==> config.mk <==
export PLATFORM = sky130hd
export DESIGN_NAME = br_predict_ctrl_flat
export DESIGN_NICKNAME = d
export VERILOG_FILES = /design/src/rtl/br_predict_ctrl_pkg.sv /design/src/rtl/br_predict_ctrl_if.sv /design/src/rtl/br_predict_ctrl_fifo.sv /design/src/rtl/br_predict_ctrl.sv /design/src/flat_wrapper.sv
export SDC_FILE = /design/constraint.sdc
export NUM_CORES = 1
export LEC_CHECK = 0
export BUFFER_PORTS_ARGS = -buffer_cell sky130_fd_sc_hd__buf_2
export CORE_UTILIZATION = 40
export DETAILED_ROUTE_END_ITERATION = 6
export GPL_TIMING_DRIVEN = 0
export PLACE_DENSITY_LB_ADDON = 0.12
export SYNTH_ARGS = -nofsm -noshare
export SYNTH_HDL_FRONTEND = slang
export SYNTH_SLANG_ARGS = --single-unit
==> constraint.sdc <==
create_clock -name clk -period 2.9 [get_ports clk]
set_input_delay 0.58 -clock clk [delete_from_list [all_inputs] [get_ports clk]]
set_output_delay 0.58 -clock clk [all_outputs]
set_load 0.03 [all_outputs]
==> src/rtl/br_predict_ctrl_pkg.sv <==
// Shared types for the branch predictor controller: FSM states, 2-bit counters
// and the queued update record, plus the saturating counter helper.
package lc3b_types;

    localparam int BHT_ENTRIES = 64;
    localparam int BHT_IDX_W   = 6;

    typedef enum logic [1:0] {
        INIT  = 2'd0,
        IDLE  = 2'd1,
        STEAL = 2'd2
    } bp_state_t;

    typedef logic [1:0] bp_ctr_t;

    typedef struct packed {
        logic [BHT_IDX_W-1:0] index;
        logic                 taken;
    } bp_update_t;

    // Counters stick at 0 and 3 rather than wrapping
    function automatic bp_ctr_t sat_update(input bp_ctr_t ctr, input logic taken);
        if (taken) begin
            return (ctr == 2'b11) ? ctr : ctr + 2'b01;
        end
        return (ctr == 2'b00) ? ctr : ctr - 2'b01;
    endfunction

endpackage

==> src/rtl/br_predict_ctrl_if.sv <==
// Fetch lookup and execute resolution handshake between the pipeline (master)
// and the predictor controller (slave).
interface br_predict_ctrl_if;

    logic       pred_req;
    logic [5:0] pred_index;
    logic       pred_valid;
    logic       pred_taken;
    logic       res_valid;
    logic [5:0] res_index;
    logic       res_taken;
    logic       res_ready;
    logic       busy;

    modport master (
        output pred_req, pred_index, res_valid, res_index, res_taken,
        input  pred_valid, pred_taken, res_ready, busy
    );

    modport slave (
        input  pred_req, pred_index, res_valid, res_index, res_taken,
        output pred_valid, pred_taken, res_ready, busy
    );

endinterface

==> src/rtl/br_predict_ctrl_fifo.sv <==
// Resolution update queue: holds index+taken records until the array port is
// free. Pushes into a full queue are dropped even if a pop happens that cycle.
module bp_update_fifo
    import lc3b_types::*;
#(
    parameter int DEPTH = 4
) (
    input  logic       clk,
    input  logic       reset,
    input  logic       push,
    input  bp_update_t push_data,
    input  logic       pop,
    output bp_update_t pop_data,
    output logic       full,
    output logic       empty
);

    localparam int PTR_W = $clog2(DEPTH);
    localparam int CNT_W = PTR_W + 1;

    bp_update_t       mem [DEPTH];
    logic [PTR_W-1:0] wr_ptr;
    logic [PTR_W-1:0] rd_ptr;
    logic [CNT_W-1:0] count;
    logic             do_push;
    logic             do_pop;

    assign full     = (count == CNT_W'(DEPTH));
    assign empty    = (count == '0);
    assign do_push  = push && !full;
    assign do_pop   = pop && !empty;
    assign pop_data = mem[rd_ptr];

    always_ff @(posedge clk) begin
        if (do_push) begin
            mem[wr_ptr] <= push_data;
        end
    end

    // Pointers wrap naturally because DEPTH is a power of two
    always_ff @(posedge clk) begin
        if (reset) begin
            wr_ptr <= '0;
            rd_ptr <= '0;
            count  <= '0;
        end else begin
            if (do_push) begin
                wr_ptr <= wr_ptr + PTR_W'(1);
            end
            if (do_pop) begin
                rd_ptr <= rd_ptr + PTR_W'(1);
            end
            if (do_push && !do_pop) begin
                count <= count + CNT_W'(1);
            end else if (do_pop && !do_push) begin
                count <= count - CNT_W'(1);
            end
        end
    end

endmodule

==> src/rtl/br_predict_ctrl.sv <==
// Branch history table controller: sweeps the external 64x2 counter array after
// reset, serves fetch lookups at zero latency and drains queued updates.
module br_predict_ctrl
    import lc3b_types::*;
#(
    parameter int      FIFO_DEPTH = 4,
    parameter bp_ctr_t INIT_VAL   = 2'b01,
    parameter int      STARVE_MAX = 8
) (
    input  logic             clk,
    input  logic             reset,
    br_predict_ctrl_if.slave bus,
    output logic [5:0]       arr_read_index,
    input  logic [1:0]       arr_dataout,
    output logic             arr_write,
    output logic [5:0]       arr_write_index,
    output logic [1:0]       arr_datain
);

    localparam int STARVE_W = $clog2(STARVE_MAX + 1);

    bp_state_t             state;
    logic [BHT_IDX_W-1:0]  sweep_idx;
    logic [STARVE_W-1:0]   starve_cnt;

    bp_update_t            head;
    logic                  fifo_full;
    logic                  fifo_empty;
    logic                  fifo_pop;
    logic                  fifo_push;

    logic                  pred_valid;
    logic                  pred_taken;
    logic                  res_ready;
    logic                  busy;

    assign fifo_push      = bus.res_valid && res_ready;
    assign bus.pred_valid = pred_valid;
    assign bus.pred_taken = pred_taken;
    assign bus.res_ready  = res_ready;
    assign bus.busy       = busy;

    bp_update_fifo #(.DEPTH(FIFO_DEPTH)) u_fifo (
        .clk       (clk),
        .reset     (reset),
        .push      (fifo_push),
        .push_data ({bus.res_index, bus.res_taken}),
        .pop       (fifo_pop),
        .pop_data  (head),
        .full      (fifo_full),
        .empty     (fifo_empty)
    );

    // Lookups win the single read port; the head update only runs when fetch
    // is quiet or when starvation forces a STEAL cycle.
    always_comb begin
        pred_valid      = 1'b0;
        pred_taken      = 1'b0;
        res_ready       = 1'b0;
        busy            = 1'b0;
        fifo_pop        = 1'b0;
        arr_read_index  = bus.pred_index;
        arr_write       = 1'b0;
        arr_write_index = sweep_idx;
        arr_datain      = INIT_VAL;
        if (reset) begin
            busy = 1'b1;
        end else begin
            case (state)
                INIT: begin
                    busy      = 1'b1;
                    arr_write = 1'b1;
                end
                IDLE, STEAL: begin
                    res_ready = !fifo_full;
                    if (state == IDLE && bus.pred_req) begin
                        pred_valid = 1'b1;
                        pred_taken = arr_dataout[1];
                    end else if (!fifo_empty) begin
                        arr_read_index  = head.index;
                        arr_write       = 1'b1;
                        arr_write_index = head.index;
                        arr_datain      = sat_update(arr_dataout, head.taken);
                        fifo_pop        = 1'b1;
                    end
                end
                default: ;
            endcase
        end
    end

    // Starvation counts only cycles where a lookup blocks a pending update
    always_ff @(posedge clk) begin
        if (reset) begin
            state      <= INIT;
            sweep_idx  <= '0;
            starve_cnt <= '0;
        end else begin
            case (state)
                INIT: begin
                    sweep_idx <= sweep_idx + BHT_IDX_W'(1);
                    if (sweep_idx == BHT_IDX_W'(BHT_ENTRIES - 1)) begin
                        state <= IDLE;
                    end
                end
                IDLE: begin
                    if (bus.pred_req && !fifo_empty) begin
                        if (starve_cnt == STARVE_W'(STARVE_MAX - 1)) begin
                            state      <= STEAL;
                            starve_cnt <= '0;
                        end else begin
                            starve_cnt <= starve_cnt + STARVE_W'(1);
                        end
                    end else begin
                        starve_cnt <= '0;
                    end
                end
                STEAL: begin
                    state      <= IDLE;
                    starve_cnt <= '0;
                end
                default: begin
                    state      <= INIT;
                    sweep_idx  <= '0;
                    starve_cnt <= '0;
                end
            endcase
        end
    end

endmodule

==> src/flat_wrapper.sv <==
// flat-port wrapper written by rule: the top's interface ports become plain ports
module br_predict_ctrl_flat import lc3b_types::*;
#(
    parameter int      FIFO_DEPTH = 4,
    parameter bp_ctr_t INIT_VAL   = 2'b01,
    parameter int      STARVE_MAX = 8
)
  (clk, reset, arr_read_index, arr_dataout, arr_write, arr_write_index, arr_datain, bus_pred_req, bus_pred_index, bus_res_valid, bus_res_index, bus_res_taken, bus_pred_valid, bus_pred_taken, bus_res_ready, bus_busy);
  br_predict_ctrl_if bus_i ();
  input  logic clk;
  input  logic reset;
  output logic [5:0] arr_read_index;
  input  logic [1:0] arr_dataout;
  output logic arr_write;
  output logic [5:0] arr_write_index;
  output logic [1:0] arr_datain;
  input wire logic [$bits(bus_i.pred_req)-1:0] bus_pred_req;
  input wire logic [$bits(bus_i.pred_index)-1:0] bus_pred_index;
  input wire logic [$bits(bus_i.res_valid)-1:0] bus_res_valid;
  input wire logic [$bits(bus_i.res_index)-1:0] bus_res_index;
  input wire logic [$bits(bus_i.res_taken)-1:0] bus_res_taken;
  output wire logic [$bits(bus_i.pred_valid)-1:0] bus_pred_valid;
  output wire logic [$bits(bus_i.pred_taken)-1:0] bus_pred_taken;
  output wire logic [$bits(bus_i.res_ready)-1:0] bus_res_ready;
  output wire logic [$bits(bus_i.busy)-1:0] bus_busy;
  assign bus_i.pred_req = bus_pred_req;
  assign bus_i.pred_index = bus_pred_index;
  assign bus_i.res_valid = bus_res_valid;
  assign bus_i.res_index = bus_res_index;
  assign bus_i.res_taken = bus_res_taken;
  assign bus_pred_valid = bus_i.pred_valid;
  assign bus_pred_taken = bus_i.pred_taken;
  assign bus_res_ready = bus_i.res_ready;
  assign bus_busy = bus_i.busy;
  br_predict_ctrl #(.FIFO_DEPTH(FIFO_DEPTH), .INIT_VAL(INIT_VAL), .STARVE_MAX(STARVE_MAX)) u_core (.clk(clk), .reset(reset), .bus(bus_i), .arr_read_index(arr_read_index), .arr_dataout(arr_dataout), .arr_write(arr_write), .arr_write_index(arr_write_index), .arr_datain(arr_datain));
endmodule
==> metrics.log, run 1 <==
[metrics] most frequent standard cell in the layout excluding fill and tap cells: sky130_fd_sc_hd__buf_2
[metrics] average wire per standard cell: 13.6 um
[metrics] Fmax achieved: around 370 MHz
[metrics] Std-Cell Rows: 27
[metrics] number of placed cells counting well taps: about 300
[metrics] layout-stage area growth over the synthesis result: 16.5%
[metrics] starting density of the core: 0.421
[metrics] classification of the worst-slack hold path: input pin to flop
[metrics] global router's overall resource usage: 0.153
[metrics] CTS hold repair buffers: 0
[metrics] Ports: 38
[metrics] buffer type at the clock tree root: sky130_fd_sc_hd__clkbuf_8
[metrics] number of buffers on the longest clock path: 2
[metrics] antenna diode count: 0
[metrics] setup violators final: 0
[metrics] Tightest Pin Transition: roughly 470 ps
[metrics] Distinct cells, synth: 43
[metrics] Leakage: 0.00112 uW
[metrics] data required time of the worst path: ~3200 ps
[metrics] worst slew margin relative to its limit: 0.687
[metrics] routed via count: 1510
[metrics] Finished Layout Cells: roughly 300
[metrics] number of buffers added by the clock tree synthesis step: 5
[metrics] nets@finish: between 200 and 300
[metrics] total number of clock tree sinks: 49
[metrics] layout cell share with drive strength beyond 1: 0.288
[metrics] Port-buffer cells: 37
[metrics] total length of routed wires: ~4.2 mm
[metrics] sequential area share after synthesis: 0.534
[metrics] Core Area: roughly 0.0056 sq mm
[metrics] Post-synth EDFFs: 28
[metrics] cell taking the most area after synthesis: sky130_fd_sc_hd__edfxtp_1
[metrics] result of the run: finished clean
[metrics] unrepaired setup endpoints after global routing: no
[metrics] wire length of the first global-routing pass: around 7.2 mm
[metrics] most frequent cells in the layout: sky130_fd_sc_hd__buf_2 (39), sky130_fd_sc_hd__edfxtp_1 (28), sky130_fd_sc_hd__dfxtp_1 (19), sky130_fd_sc_hd__nor2_1 (18)
[metrics] post-route total power: ~1200 uW
[metrics] CTS-repair resized insts: 4
[metrics] Detailed Routing Iterations Pass 1: 4
[metrics] gpl congestion: roughly 0.7
[metrics] CTS tree: done
[metrics] die height: 78.9 um
[metrics] number of warnings issued by yosys: 0
[metrics] ratio of total power to cell area: 450 mW/mm^2
[metrics] CP endpoint kind: flop
[metrics] Synth Register Bits: 49
[metrics] Via density: 4.90
[metrics] synth top area cells: sky130_fd_sc_hd__edfxtp_1 (36%), sky130_fd_sc_hd__dfxtp_1 (18%), sky130_fd_sc_hd__mux4_2 (6.7%)
[metrics] Cells after Synth: 192
[metrics] largest clock skew in the final design: about 5.6 ps
[metrics] fraction of synthesized cell area taken by the top area cell type: 0.356
[metrics] Post-Syn Nets: between 200 and 250
[metrics] Remaining Overflow, GRT: 0
[metrics] buffers inserted by post-CTS timing repair: 0
[metrics] number of global-route vias before repair: 1481
[metrics] Die W: roughly 79 um
[metrics] pin count of the biggest net entering global routing: 19
[metrics] initial antenna violation count: 0
[metrics] startpoint kind of the worst setup timing path: flop
[metrics] Crit Path Class: flop to flop
[metrics] Avg Cell Area, Syn: around 12 sq um
[metrics] Detail Placement HPWL: 3.07 mm
[metrics] portion of the clock cycle consumed by the worst path in the final layout: 0.931
[metrics] Max-cap violations: 0
[metrics] area of the die: 0.00622 sq mm
[metrics] clock period minus worst slack: around 2700 ps
[metrics] worst vdd rail ir drop: 0.000307 V
[metrics] Worst-path clk slew: approximately 100 ps
[metrics] Iteration-0 DRC Markers: between 50 and 60
[metrics] Mapped Area: between 0.002 and 0.0025 sq mm
[metrics] latest clock arrival within the worst-skew pair: around 310 ps
[metrics] arrival time of data at the critical path endpoint: roughly 3000 ps
[metrics] number of antenna-violating nets in the routed design: 0
[metrics] ys async rst share: 0
[metrics] hold violation total from the final report: 0
[metrics] Clock H-tree levels: 2
[metrics] leading register cell type out of synthesis: sky130_fd_sc_hd__edfxtp_1
[metrics] critical path fanouts, max: 8
[metrics] Max Slew Vio Count: 0
[metrics] number of remaining DRC errors: 0
cell families (layout without fill, tap and decap cells):
family	Yosys count	count (layout)	share of synthesized area
AND/OR/NAND/NOR	58	58	0.138
flip-flops	49	49	0.534
AO/OA/AOI/OAI	38	38	0.107
buffers and inverters	16	60	0.0402
adder cells (fa/ha/maj)	13	13	0.0720
multiplexers	11	11	0.0836
XOR/XNOR	7	7	0.0259
final timing paths:
| check | start | end | slack (ps) | depth (start not counted) |
|---|---|---|---|---|
| setup / recovery | u_core.state[1]$_SDFFE_PP0P_ | u_core.u_fifo.count[2]$_SDFFE_PP0P_ | 200 | 11 |
| hold / removal | bus_res_index[2] | u_core.u_fifo.mem[1][3]$_DFFE_PP_ | 480 | 1 |
| setup reg to reg | u_core.state[1]$_SDFFE_PP0P_ | u_core.u_fifo.count[2]$_SDFFE_PP0P_ | 200 | 11 |
| hold reg to reg | u_core.state[1]$_SDFFE_PP0P_ | u_core.state[1]$_SDFFE_PP0P_ | 500 | 2 |
per-layer routing:
layer / vias up / track usage / wire length, um
li1: 774 / - / -
met1: 708 / 0.189 / 1930
met2: 21 / 0.263 / 2050
met3: 7 / 0.0345 / 137
met4: 0 / 0.0545 / 62
met5: - / 0 / 0
critical path, cell delays in order, from the launching register on:
cell and delay [ps]:
sky130_fd_sc_hd__dfxtp_2 370, sky130_fd_sc_hd__inv_1 100, sky130_fd_sc_hd__ha_4 320, sky130_fd_sc_hd__and2b_2 210, sky130_fd_sc_hd__o311a_2 170, sky130_fd_sc_hd__buf_2 180, sky130_fd_sc_hd__ha_2 210, sky130_fd_sc_hd__inv_1 60
sky130_fd_sc_hd__fa_1 430, sky130_fd_sc_hd__xor2_1 180, sky130_fd_sc_hd__or3_1 300, sky130_fd_sc_hd__a21oi_1 130
metrics by stage:
step	hold slack (ps)	setup WS, ps	area (sq um)	utilization	TNS [ps]
floorplan	454	211	2360	-	0
global placement	472	-67.3	2640	0.471	-67.3
detailed placement	481	-111	2640	0.471	-111
CTS	466	23.1	2750	0.490	0
global route	463	33.9	2750	0.491	0
finish	476	201	2750	0.491	0
final cells by class:
class                           count  area, sq um
Buffer                              7         53.8
Multi-Input combinational cell    127         1030
Sequential cell                    49         1270
Inverter                            8         30.0
Clock inverter                      3         28.8
Tap cell                           72         90.1
Timing Repair Buffer               37          185
Fill cell                         539         2850
Clock buffer                        5         68.8
sequential cells by signal, indices dropped and copies added (netlist names), named ones only:
register	count
u_core.starve_cnt	4
u_core.state	2
u_core.u_fifo.count	3
u_core.u_fifo.wr_ptr	2
u_core.u_fifo.rd_ptr	2
u_core.u_fifo.mem	28
u_core.sweep_idx	6
cell usage after synthesis, types with 3 or more instances:
master and n:
sky130_fd_sc_hd__edfxtp_1 28, sky130_fd_sc_hd__dfxtp_1 21, sky130_fd_sc_hd__nor2_1 18, sky130_fd_sc_hd__a21o_1 12
sky130_fd_sc_hd__a21oi_1 12, sky130_fd_sc_hd__ha_1 12, sky130_fd_sc_hd__inv_1 8, sky130_fd_sc_hd__mux4_2 7
sky130_fd_sc_hd__nor2b_1 7, sky130_fd_sc_hd__nand2_1 6, sky130_fd_sc_hd__o21ai_0 6, sky130_fd_sc_hd__and2_1 4
sky130_fd_sc_hd__mux2i_1 4, sky130_fd_sc_hd__nand2b_1 4, sky130_fd_sc_hd__xor2_1 4, sky130_fd_sc_hd__buf_6 3
sky130_fd_sc_hd__nand3_1 3, sky130_fd_sc_hd__or3_1 3, sky130_fd_sc_hd__xnor2_1 3
where the power goes:
group	total, uW	internal, uW	switching [uW]
Combinational	70.4	28.4	42.0
Clock	431	181	250
Sequential	739	735	4.39
Total	1240	944	296
No activity file was read; power rests on OpenSTA's default activity.
==> run 2: changes to the inputs <==
Settings changed: CORE_ASPECT_RATIO set to 1.5, GPL_ROUTABILITY_DRIVEN set to 0.
==> run 2 against run 1 <==
Effect of this change: clock-buffer cell count stayed put; register-to-register slack worse by 20 ps; non-clock buffer count is 4 higher; first-iteration DRC count is 8.9% lower; final cell count is 0.65% higher; worst setup slack worse by 32 ps; sequential cell count stayed put; combinational power is 0.9% higher; sequential power hardly changed; clock skew is 7.7 ps higher.
==> metrics.log, run 2 (same netlist as run 1, synthesis figures left out) <==
[metrics] largest clock skew in the final design: 13.3 ps (+7.66 ps)
[metrics] pin count of the biggest net entering global routing: 19 (unchanged)
[metrics] area of placed instances: 0.00264 sq mm (about the same)
[metrics] Crit Path Class: flop to primary output
[metrics] number of antenna-violating nets in the routed design: 0 (unchanged)
[metrics] cell area after layout: 0.00279 sq mm (+1.3%)
[metrics] setup violators final: 0 (unchanged)
[metrics] arrival time of data at the critical path endpoint: 2150 ps (-800 ps)
[metrics] Detail Placement HPWL: 3.31 mm (+7.7%)
[metrics] fraction of power consumed by combinational cells: 0.057 (about the same)
[metrics] initial antenna violation count: 0 (unchanged)
[metrics] average wire per standard cell: 14.5 um (+7.0%)
[metrics] number of global-route vias before repair: 1454 (-1.8%)
[metrics] worst setup timing slack at the placement stage: -82.8 ps (+28.6 ps)
[metrics] CTS hold repair buffers: 0 (unchanged)
[metrics] Max-cap violations: 0 (unchanged)
[metrics] register share of total power: 0.598 (+0.002)
[metrics] CP endpoint kind: primary output
[metrics] buffer type at the clock tree root: sky130_fd_sc_hd__clkbuf_8
[metrics] Clock H-tree levels: 2 (unchanged)
[metrics] die height: 96.1 um (+22%)
[metrics] Port-buffer cells: 37 (unchanged)
[metrics] layout-stage area growth over the synthesis result: 18.1%
[metrics] Detailed Routing Iterations Pass 1: 4 (unchanged)
[metrics] number of remaining DRC errors: 0 (unchanged)
[metrics] Fmax achieved: 366 MHz (-1.2%)
[metrics] unrepaired setup endpoints after global routing: no
[metrics] Net Sw Power: 293 uW (-1.0%)
[metrics] worst vdd rail ir drop: 0.000350 V (+14%)
[metrics] Tightest Pin Transition: 483 ps (+14.6 ps)
[metrics] area of the die: 0.00623 sq mm (+0.10%)
[metrics] layout cell share with drive strength beyond 1: 0.300 (+0.0119)
[metrics] classification of the worst-slack hold path: input pin to flop
[metrics] Int Power: 943 uW (-0.11%)
[metrics] data required time of the worst path: 2320 ps (-830 ps)
[metrics] hold violation total from the final report: 0 (unchanged)
[metrics] routed via count: 1555 (+3.0%)
[metrics] Via density: 5.02 (+2.3%)
[metrics] setup ws final: 169 ps (-31.8 ps)
[metrics] Worst-path clk slew: 100 ps (about the same)
[metrics] post-route total power: 1240 uW (-0.33%)
[metrics] number of flip-flops under the largest register name: 28 (unchanged)
[metrics] critical path fanouts, max: 8 (unchanged)
[metrics] Max Slew Vio Count: 0 (unchanged)
[metrics] result of the run: finished clean
[metrics] sw frac: 0.237 (-0.00167)
[metrics] worst slew margin relative to its limit: 0.678 (-0.00925)
[metrics] antenna diode count: 0 (unchanged)
[metrics] Core Area: 0.00557 sq mm (-0.60%)
[metrics] biggest regs: u_core.u_fifo.mem (28), u_core.sweep_idx (6), u_core.starve_cnt (4)
[metrics] global router's overall resource usage: 0.155 (+0.00185)
[metrics] Remaining Overflow, GRT: 0 (unchanged)
[metrics] nets@finish: 271 (+1.5%)
[metrics] most frequent cells in the layout: sky130_fd_sc_hd__buf_2 (39), sky130_fd_sc_hd__edfxtp_1 (28), sky130_fd_sc_hd__dfxtp_1 (19), sky130_fd_sc_hd__nor2_1 (18)
[metrics] register containing the most flip-flops in the final layout: u_core.u_fifo.mem
[metrics] fraction of power consumed by the clock network: 0.345 (-0.002)
[metrics] starting density of the core: 0.424 (+0.00255)
[metrics] Die W: 64.8 um (-18%)
[metrics] total number of clock tree sinks: 49 (unchanged)
[metrics] Leakage: 0.00114 uW (+1.8%)
[metrics] most frequent standard cell in the layout excluding fill and tap cells: sky130_fd_sc_hd__buf_2
[metrics] Iteration-0 DRC Markers: 51 (-8.9%)
[metrics] number of buffers added by the clock tree synthesis step: 5 (unchanged)
[metrics] total length of routed wires: 4.50 mm (+7.7%)
[metrics] portion of the clock cycle consumed by the worst path in the final layout: 0.942 (+0.0110)
[metrics] clock period minus worst slack: 2730 ps (+31.8 ps)
[metrics] Ports: 38 (unchanged)
[metrics] startpoint kind of the worst setup timing path: flop
[metrics] wire length of the first global-routing pass: 7.14 mm (-0.20%)
[metrics] CTS tree: done
[metrics] Std-Cell Rows: 33 (+22%)
[metrics] latest clock arrival within the worst-skew pair: 310 ps (about the same)
[metrics] number of buffers on the longest clock path: 2 (unchanged)
[metrics] ratio of total power to cell area: 443 mW/mm^2 (-1.6%)
[run 2: critical path, stage by stage (launching register included)]
cell and delay, ps:
sky130_fd_sc_hd__dfxtp_2 370, sky130_fd_sc_hd__inv_1 100, sky130_fd_sc_hd__ha_4 310, sky130_fd_sc_hd__and2b_2 220
sky130_fd_sc_hd__nand3_4 120, sky130_fd_sc_hd__buf_8 140, sky130_fd_sc_hd__buf_4 140, sky130_fd_sc_hd__nor2b_1 150
sky130_fd_sc_hd__a21o_1 100, sky130_fd_sc_hd__buf_2 180
[run 2: power by group through the flow]
stage | logic, uW | clock network [uW] | registers (uW)
after floorplan | 42.1 | 0 | 755
after global placement | 71.4 | 0 | 756
after detailed placement | 71.4 | 0 | 756
after CTS | 71.8 | 444 | 740
after global routing | 78.6 | 465 | 740
final | 71.0 | 426 | 739
[run 2: repair_timing]
action | 4_1_cts | 5_1_grt
buffers inserted | 0 | 3
resized for setup | 4 | 6
pin swaps | 0 | 1
hold endpoints to repair | 0 | 0
endpoints found under the setup margin | 10 | 9
[run 2: worst paths after layout]
kind	from	endpoint	slack, ps	depth (start not counted)
setup / recovery	u_core.state[1]$_SDFFE_PP0P_	arr_write_index[4]	170	9
hold / removal	bus_res_index[4]	u_core.u_fifo.mem[3][5]$_DFFE_PP_	480	1
setup reg to reg	u_core.state[1]$_SDFFE_PP0P_	u_core.u_fifo.count[2]$_SDFFE_PP0P_	180	11
hold reg to reg	u_core.starve_cnt[3]$_SDFFE_PP0N_	u_core.starve_cnt[3]$_SDFFE_PP0N_	500	2
[run 2: cell type report]
cell class | count | area (sq um)
Buffer | 8 | 72.6
Clock buffer | 5 | 68.8
Clock inverter | 3 | 26.3
Fill cell | 538 | 2780
Inverter | 8 | 30.0
Multi-Input combinational cell | 127 | 1030
Sequential cell | 49 | 1270
Tap cell | 70 | 87.6
Timing Repair Buffer | 40 | 208
[run 2: routing by layer]
metal / vias up / share of wire / track usage
li1: 787 / - / -
met1: 730 / 0.41 / 0.170
met2: 32 / 0.53 / 0.289
met3: 6 / 0.041 / 0.0379
met4: 0 / 0.014 / 0.0500
met5: - / 0 / 0
[run 2: through the flow]
step	instances	setup TNS (ps)	util	hold WS, ps
after floorplan	192	0	-	454
after detailed placement	299	-82.8	0.473	484
final	310	0	0.501	478
after global routing	310	0	0.501	470
after CTS	307	0	0.491	472
after global placement	299	-60.5	0.473	470
